[src/rtl/trans_pkg.sv]
// Shared definitions for the transaction path: word geometry, field offsets
// and the packed transaction layout.
package trans_pkg;

  localparam int TRANS_W         = 128;
  localparam int BYTES_PER_TRANS = 16;
  localparam int BIT_BLOCK_START = 9;

  localparam int SENDER_MSB   = 127;
  localparam int SENDER_LSB   = 80;
  localparam int RECEIVER_MSB = 79;
  localparam int RECEIVER_LSB = 32;
  localparam int AMOUNT_MSB   = 31;
  localparam int AMOUNT_LSB   = 10;

  // flags[9] carries the block-start marker; the rest are unused here.
  typedef struct packed {
    logic [SENDER_MSB-SENDER_LSB:0]     sender;
    logic [RECEIVER_MSB-RECEIVER_LSB:0] receiver;
    logic [AMOUNT_MSB-AMOUNT_LSB:0]     amount;
    logic [AMOUNT_LSB-1:0]              flags;
  } trans_t;

endpackage

[src/rtl/trans_assembler_sync_fifo.sv]
// Synchronous FIFO with first-word-fall-through read and an occupancy count.
// A push while full or a pop while empty is ignored.
module sync_fifo #(
  parameter int WIDTH = 128,
  parameter int DEPTH = 8
) (
  input  logic                     clk,
  input  logic                     rst,
  input  logic                     push,
  input  logic [WIDTH-1:0]         wdata,
  input  logic                     pop,
  output logic [WIDTH-1:0]         rdata,
  output logic [$clog2(DEPTH):0]   level,
  output logic                     full,
  output logic                     empty
);

  localparam int AW = $clog2(DEPTH);
  localparam int LW = AW + 1;

  logic [WIDTH-1:0] mem [DEPTH];
  logic [AW-1:0]    wr_ptr;
  logic [AW-1:0]    rd_ptr;
  logic             do_push;
  logic             do_pop;

  assign full    = (level == LW'(DEPTH));
  assign empty   = (level == '0);
  assign do_push = push && !full;
  assign do_pop  = pop && !empty;
  assign rdata   = mem[rd_ptr];

  // Storage needs no reset; contents are only visible while level is nonzero.
  always_ff @(posedge clk) begin
    if (do_push) mem[wr_ptr] <= wdata;
  end

  // DEPTH is a power of two, so pointers wrap by natural overflow.
  always_ff @(posedge clk or posedge rst) begin
    if (rst) begin
      wr_ptr <= '0;
      rd_ptr <= '0;
      level  <= '0;
    end else begin
      if (do_push) wr_ptr <= wr_ptr + AW'(1);
      if (do_pop)  rd_ptr <= rd_ptr + AW'(1);
      case ({do_push, do_pop})
        2'b10:   level <= level + LW'(1);
        2'b01:   level <= level - LW'(1);
        default: level <= level;
      endcase
    end
  end

endmodule

[src/rtl/trans_assembler.sv]
// Frames an MSB-first byte stream into 128-bit transactions, stamps the
// block-start flag, counts discarded partial frames and queues finished words.
module trans_assembler #(
  parameter int DEPTH           = 8,
  parameter int BIT_BLOCK_START = trans_pkg::BIT_BLOCK_START
) (
  input  logic                   clk,
  input  logic                   rst,
  input  logic [7:0]             byte_i,
  input  logic                   byte_valid_i,
  input  logic                   byte_sof_i,
  output logic                   byte_ready_o,
  input  logic                   block_start_i,
  output logic [127:0]           data_o,
  output logic                   valid_o,
  input  logic                   ack_i,
  output logic [$clog2(DEPTH):0] level_o,
  output logic [15:0]            drop_cnt_o
);

  import trans_pkg::*;

  localparam logic [3:0] LAST_BYTE = 4'(BYTES_PER_TRANS - 1);

  logic [3:0]           byte_cnt;
  logic [TRANS_W-9:0]   sh;
  logic                 pending_blk;
  logic                 accept;
  logic                 push;
  logic                 full;
  logic                 empty;
  logic [TRANS_W-1:0]   push_word;

  assign byte_ready_o = !full;
  assign valid_o      = !empty;
  assign accept       = byte_valid_i && byte_ready_o;
  // A sof on the 16th slot restarts the frame instead of completing it.
  assign push         = accept && !byte_sof_i && (byte_cnt == LAST_BYTE);

  always_comb begin
    push_word = {sh, byte_i};
    push_word[BIT_BLOCK_START] = push_word[BIT_BLOCK_START] | pending_blk | block_start_i;
  end

  always_ff @(posedge clk or posedge rst) begin
    if (rst) begin
      byte_cnt    <= '0;
      sh          <= '0;
      pending_blk <= 1'b0;
      drop_cnt_o  <= '0;
    end else begin
      if (push)               pending_blk <= 1'b0;
      else if (block_start_i) pending_blk <= 1'b1;

      if (accept) begin
        if (byte_sof_i) begin
          if (byte_cnt != '0 && drop_cnt_o != 16'hFFFF) drop_cnt_o <= drop_cnt_o + 16'd1;
          sh       <= {sh[TRANS_W-17:0], byte_i};
          byte_cnt <= 4'd1;
        end else if (byte_cnt == LAST_BYTE) begin
          byte_cnt <= '0;
        end else if (byte_cnt != '0) begin
          sh       <= {sh[TRANS_W-17:0], byte_i};
          byte_cnt <= byte_cnt + 4'd1;
        end
      end
    end
  end

  sync_fifo #(
    .WIDTH (TRANS_W),
    .DEPTH (DEPTH)
  ) u_fifo (
    .clk   (clk),
    .rst   (rst),
    .push  (push),
    .wdata (push_word),
    .pop   (ack_i),
    .rdata (data_o),
    .level (level_o),
    .full  (full),
    .empty (empty)
  );

endmodule

[config.mk]
export PLATFORM = sky130hd
export DESIGN_NAME = trans_assembler
export DESIGN_NICKNAME = d
export VERILOG_FILES = /design/src/rtl/trans_pkg.sv /design/src/rtl/trans_assembler_sync_fifo.sv /design/src/rtl/trans_assembler.sv
export SDC_FILE = /design/constraint.sdc
export NUM_CORES = 1
export LEC_CHECK = 0
export ABC_CLOCK_PERIOD_IN_PS = 11400
export CAP_MARGIN = 15
export CORE_MARGIN = 1.5
export CORE_UTILIZATION = 38
export CTS_CLUSTER_DIAMETER = 200
export CTS_CLUSTER_SIZE = 28
export DETAILED_ROUTE_END_ITERATION = 12
export SLEW_MARGIN = 10
export SYNTH_ARGS = -nofsm -noshare
export SYNTH_HDL_FRONTEND = slang
export SYNTH_SLANG_ARGS = --single-unit
[constraint.sdc]
create_clock -name clk -period 11.4 [get_ports clk]
set_input_delay 2.28 -clock clk [delete_from_list [all_inputs] [get_ports clk]]
set_output_delay 2.28 -clock clk [all_outputs]
set_load 0.01 [all_outputs]
==> impl_metrics.toml <==
[sta]
max_slew_margin = 0.234
post-route-min-period_ps = 6830
period_share = 0.599
hold_viol = 0
max_freq_mhz = 146
finalSetupViolations = 0
finalSetupTns_ps = 0
slew_viol_final = 0
finalClockSkew_ps = 36.5
rsz0062_at_grt = "false"
max_slew.worst_pin.slew_ps = 1150
hold_slack_ps = 503

[place]
dp.cells = 3530
place.gp.congestion = 0.698
hpwl_um = 49400
io_buffer_count = 163
place_area_um2 = 48000

[power]
peakVddDrop_v = 0.000186
powerDensity_nw_per_um2 = 239
leakagePower_nw = 15.6

[die]
dieArea_um2 = 119000
top_level_ports = 164
start_util = 0.383
row_count = 125
die_h_um = 345
coreArea_um2 = 116000
die_width_um = 345

[setup_path]
r2r_start = "u_fifo.level[1]"
rr_worst_depth = 7
path_max_fanout = 42
cp-end-kind = "output pin"
required_ps = 9120
worstSetupPathType = "register to output pin"
reg2reg_slack_ps = 7180
critPathArrivalTime_ps = 4550
critPathLaunchType = "register"
reg2reg_to = "u_fifo.mem[2][5]"

[yosys]
synth_area_um2 = 44600
syn_area_per_cell_um2 = 23.5
ys_types = 44
synth_ff_type = "edfxtp_1"
async_flop_share = 0.129
synth_edf_count = 1024
synthCells = 1899
yosys_warnings = 0
synth_fp_nets = 1921
ys_ff_latch = 1175
synth-seq-area-share = 0.775

[clock_tree]
ctsHoldBuffers = 0
cts_buffers = 47
cts.path.max_buffers = 3
cts_tree = "built"
post_cts_buffers = 0
clockRootBuffer = "clkbuf_16"
h-tree-depth = 2
cts.clk_slew.worst_paths_ps = 120
clock-sinks = 1175
cts_resized = 0
clock_latency_ps = 670

[finish]
final_util = 0.425
drive_above_1_share = 0.291
area_growth_pct = 10.9
design_area_um2 = 49400
final-instance-count-excl-fill = 3617
finalNetCount = 2078
diodes = 0

[drt]
drt_iter0_drc = 1531
vias_per_cell = 5.29
drcViolationCount = 0
first_pass_iters = 7
wl_per_cell_um = 26.2
ant_nets = 0
finalWirelength_um = 94700
via_count = 19100

[global_routing]
grt_max_degree = 105
grt_pass1_vias = 20500
antenna_found_initial = 4
grt_pass1_wl_um = 141000
gr-total-overflow = 0
grt_usage = 0.158

[hold_path]
min_path_type = "register to register"
min_to = "drop_cnt_o[7]"
whs_path_depth = 1
min-delay-start = "drop_cnt_o[7]"

[outcome]
status = "completed"

[run]
drv_cap = 0
metal layers:
layer,vias up,GRT usage,routed length (um)
met2,318,0.268,47300
met1,10600,0.219,42200
met5,-,0,13
met4,2,0.0293,1390
met3,75,0.0238,3770
li1,8143,-,-
sequential cells by signal, summed over array words and instances (netlist names):
register       count
u_fifo.mem      1024
pending_blk        1
sh               120
drop_cnt_o        16
u_fifo.wr_ptr      3
u_fifo.rd_ptr      3
byte_cnt           4
u_fifo.level       4
cell usage in the layout (no fill, tap or decap), types with 2 or more instances in the layout:
| master | n |
|---|---|
| edfxtp_1 | 1024 |
| dfrtp_4 | 3 |
| mux2_4 | 29 |
| inv_1 | 6 |
| a22o_1 | 2 |
| clkbuf_1 | 36 |
| xor2_1 | 18 |
| xnor2_1 | 5 |
| clkdlybuf4s50_1 | 163 |
| dfrtp_1 | 148 |
| buf_12 | 6 |
| nor2_4 | 7 |
| a21oi_1 | 3 |
| mux2i_1 | 2 |
| nor3b_1 | 3 |
| mux4_2 | 256 |
| nand3_1 | 5 |
| ha_1 | 8 |
| nor3_1 | 6 |
| nor3_4 | 2 |
| nor2b_1 | 3 |
| nor2_1 | 7 |
| nand2b_1 | 4 |
| nor4_1 | 7 |
| nand4_1 | 5 |
| buf_4 | 26 |
| clkbuf_16 | 48 |
| o21ai_0 | 6 |
| mux2_2 | 223 |
| nand2_1 | 11 |
| nor4b_1 | 2 |
layout make-up:
type | count | area, um2
clock buffer | 84 | 1340
clock inverter | 2 | 25.0
fill | 9893 | 66800
inverter | 7 | 33.8
multi-input combinational | 629 | 9620
sequential | 1175 | 34500
tap | 1524 | 1910
timing repair buffer | 196 | 1970
power by group:
group          internal [W]  switching (W)  leakage, nW  total [W]
Sequential          0.00542       0.000759         11.0    0.00618
Clock              0.000811        0.00126        0.645    0.00207
Combinational       0.00204        0.00150         3.97    0.00354
cells in the mapped netlist (all sizes together) (2+ instances only):
library cell	n	area, um2
edfxtp	1024	30700
mux4	256	5770
mux2	252	2950
dfrtp	151	3780
clkbuf	47	176
buf	41	290
xor2	18	158
nor2	14	52.6
nand2	11	41.3
ha	8	100
nor3	8	40.0
nor4	8	56.3
inv	7	26.3
o21ai	6	30.0
nand2b	5	33.8
nand3	5	25.0
nand4	5	31.3
xnor2	5	43.8
a21oi	3	15.0
nor2b	3	18.8
nor3b	3	22.5
a22o	2	17.5
and2	2	15.0
mux2i	2	20.0
nor4b	2	17.5
per-stage QoR:
stage                     worst slack, ps  power [W]
after floorplan                      2500    0.00822
after global placement               5070    0.00983
after detailed placement             4960    0.00991
after CTS                            4370     0.0120
after global routing                 4190     0.0124
final                                4570     0.0118
worst max-delay path, stage by stage, from the launching register on:
cell	delay [ps]
dfrtp_4	840
buf_4	780
buf_4	730
mux4_2	600
mux2_2	320
clkdlybuf4s50_1	500
worst max-delay path by stage:
stage / from / endpoint
after detailed placement: byte_sof_i / u_fifo.mem[2][44]
after CTS: u_fifo.rd_ptr[0] / data_o[61]
final: u_fifo.rd_ptr[0] / data_o[61]
after global routing: u_fifo.rd_ptr[0] / data_o[61]
after floorplan: byte_sof_i / u_fifo.mem[6][0]
after global placement: byte_sof_i / u_fifo.mem[2][41]
kinds of logic (layout without fill, tap and decap cells):
kind of cell             Yosys count  count (layout)  synth area share
flip-flops                      1175            1175             0.775
adder cells (fa/ha/maj)            8               8           0.00225
AND/OR/NAND/NOR                   76              76           0.00983
XOR/XNOR                          23              23           0.00452
multiplexers                     510             510             0.196
AO/OA/AOI/OAI                     12              12           0.00160
buffers and inverters             95             289            0.0111
Power figures use the tool's default switching activity.
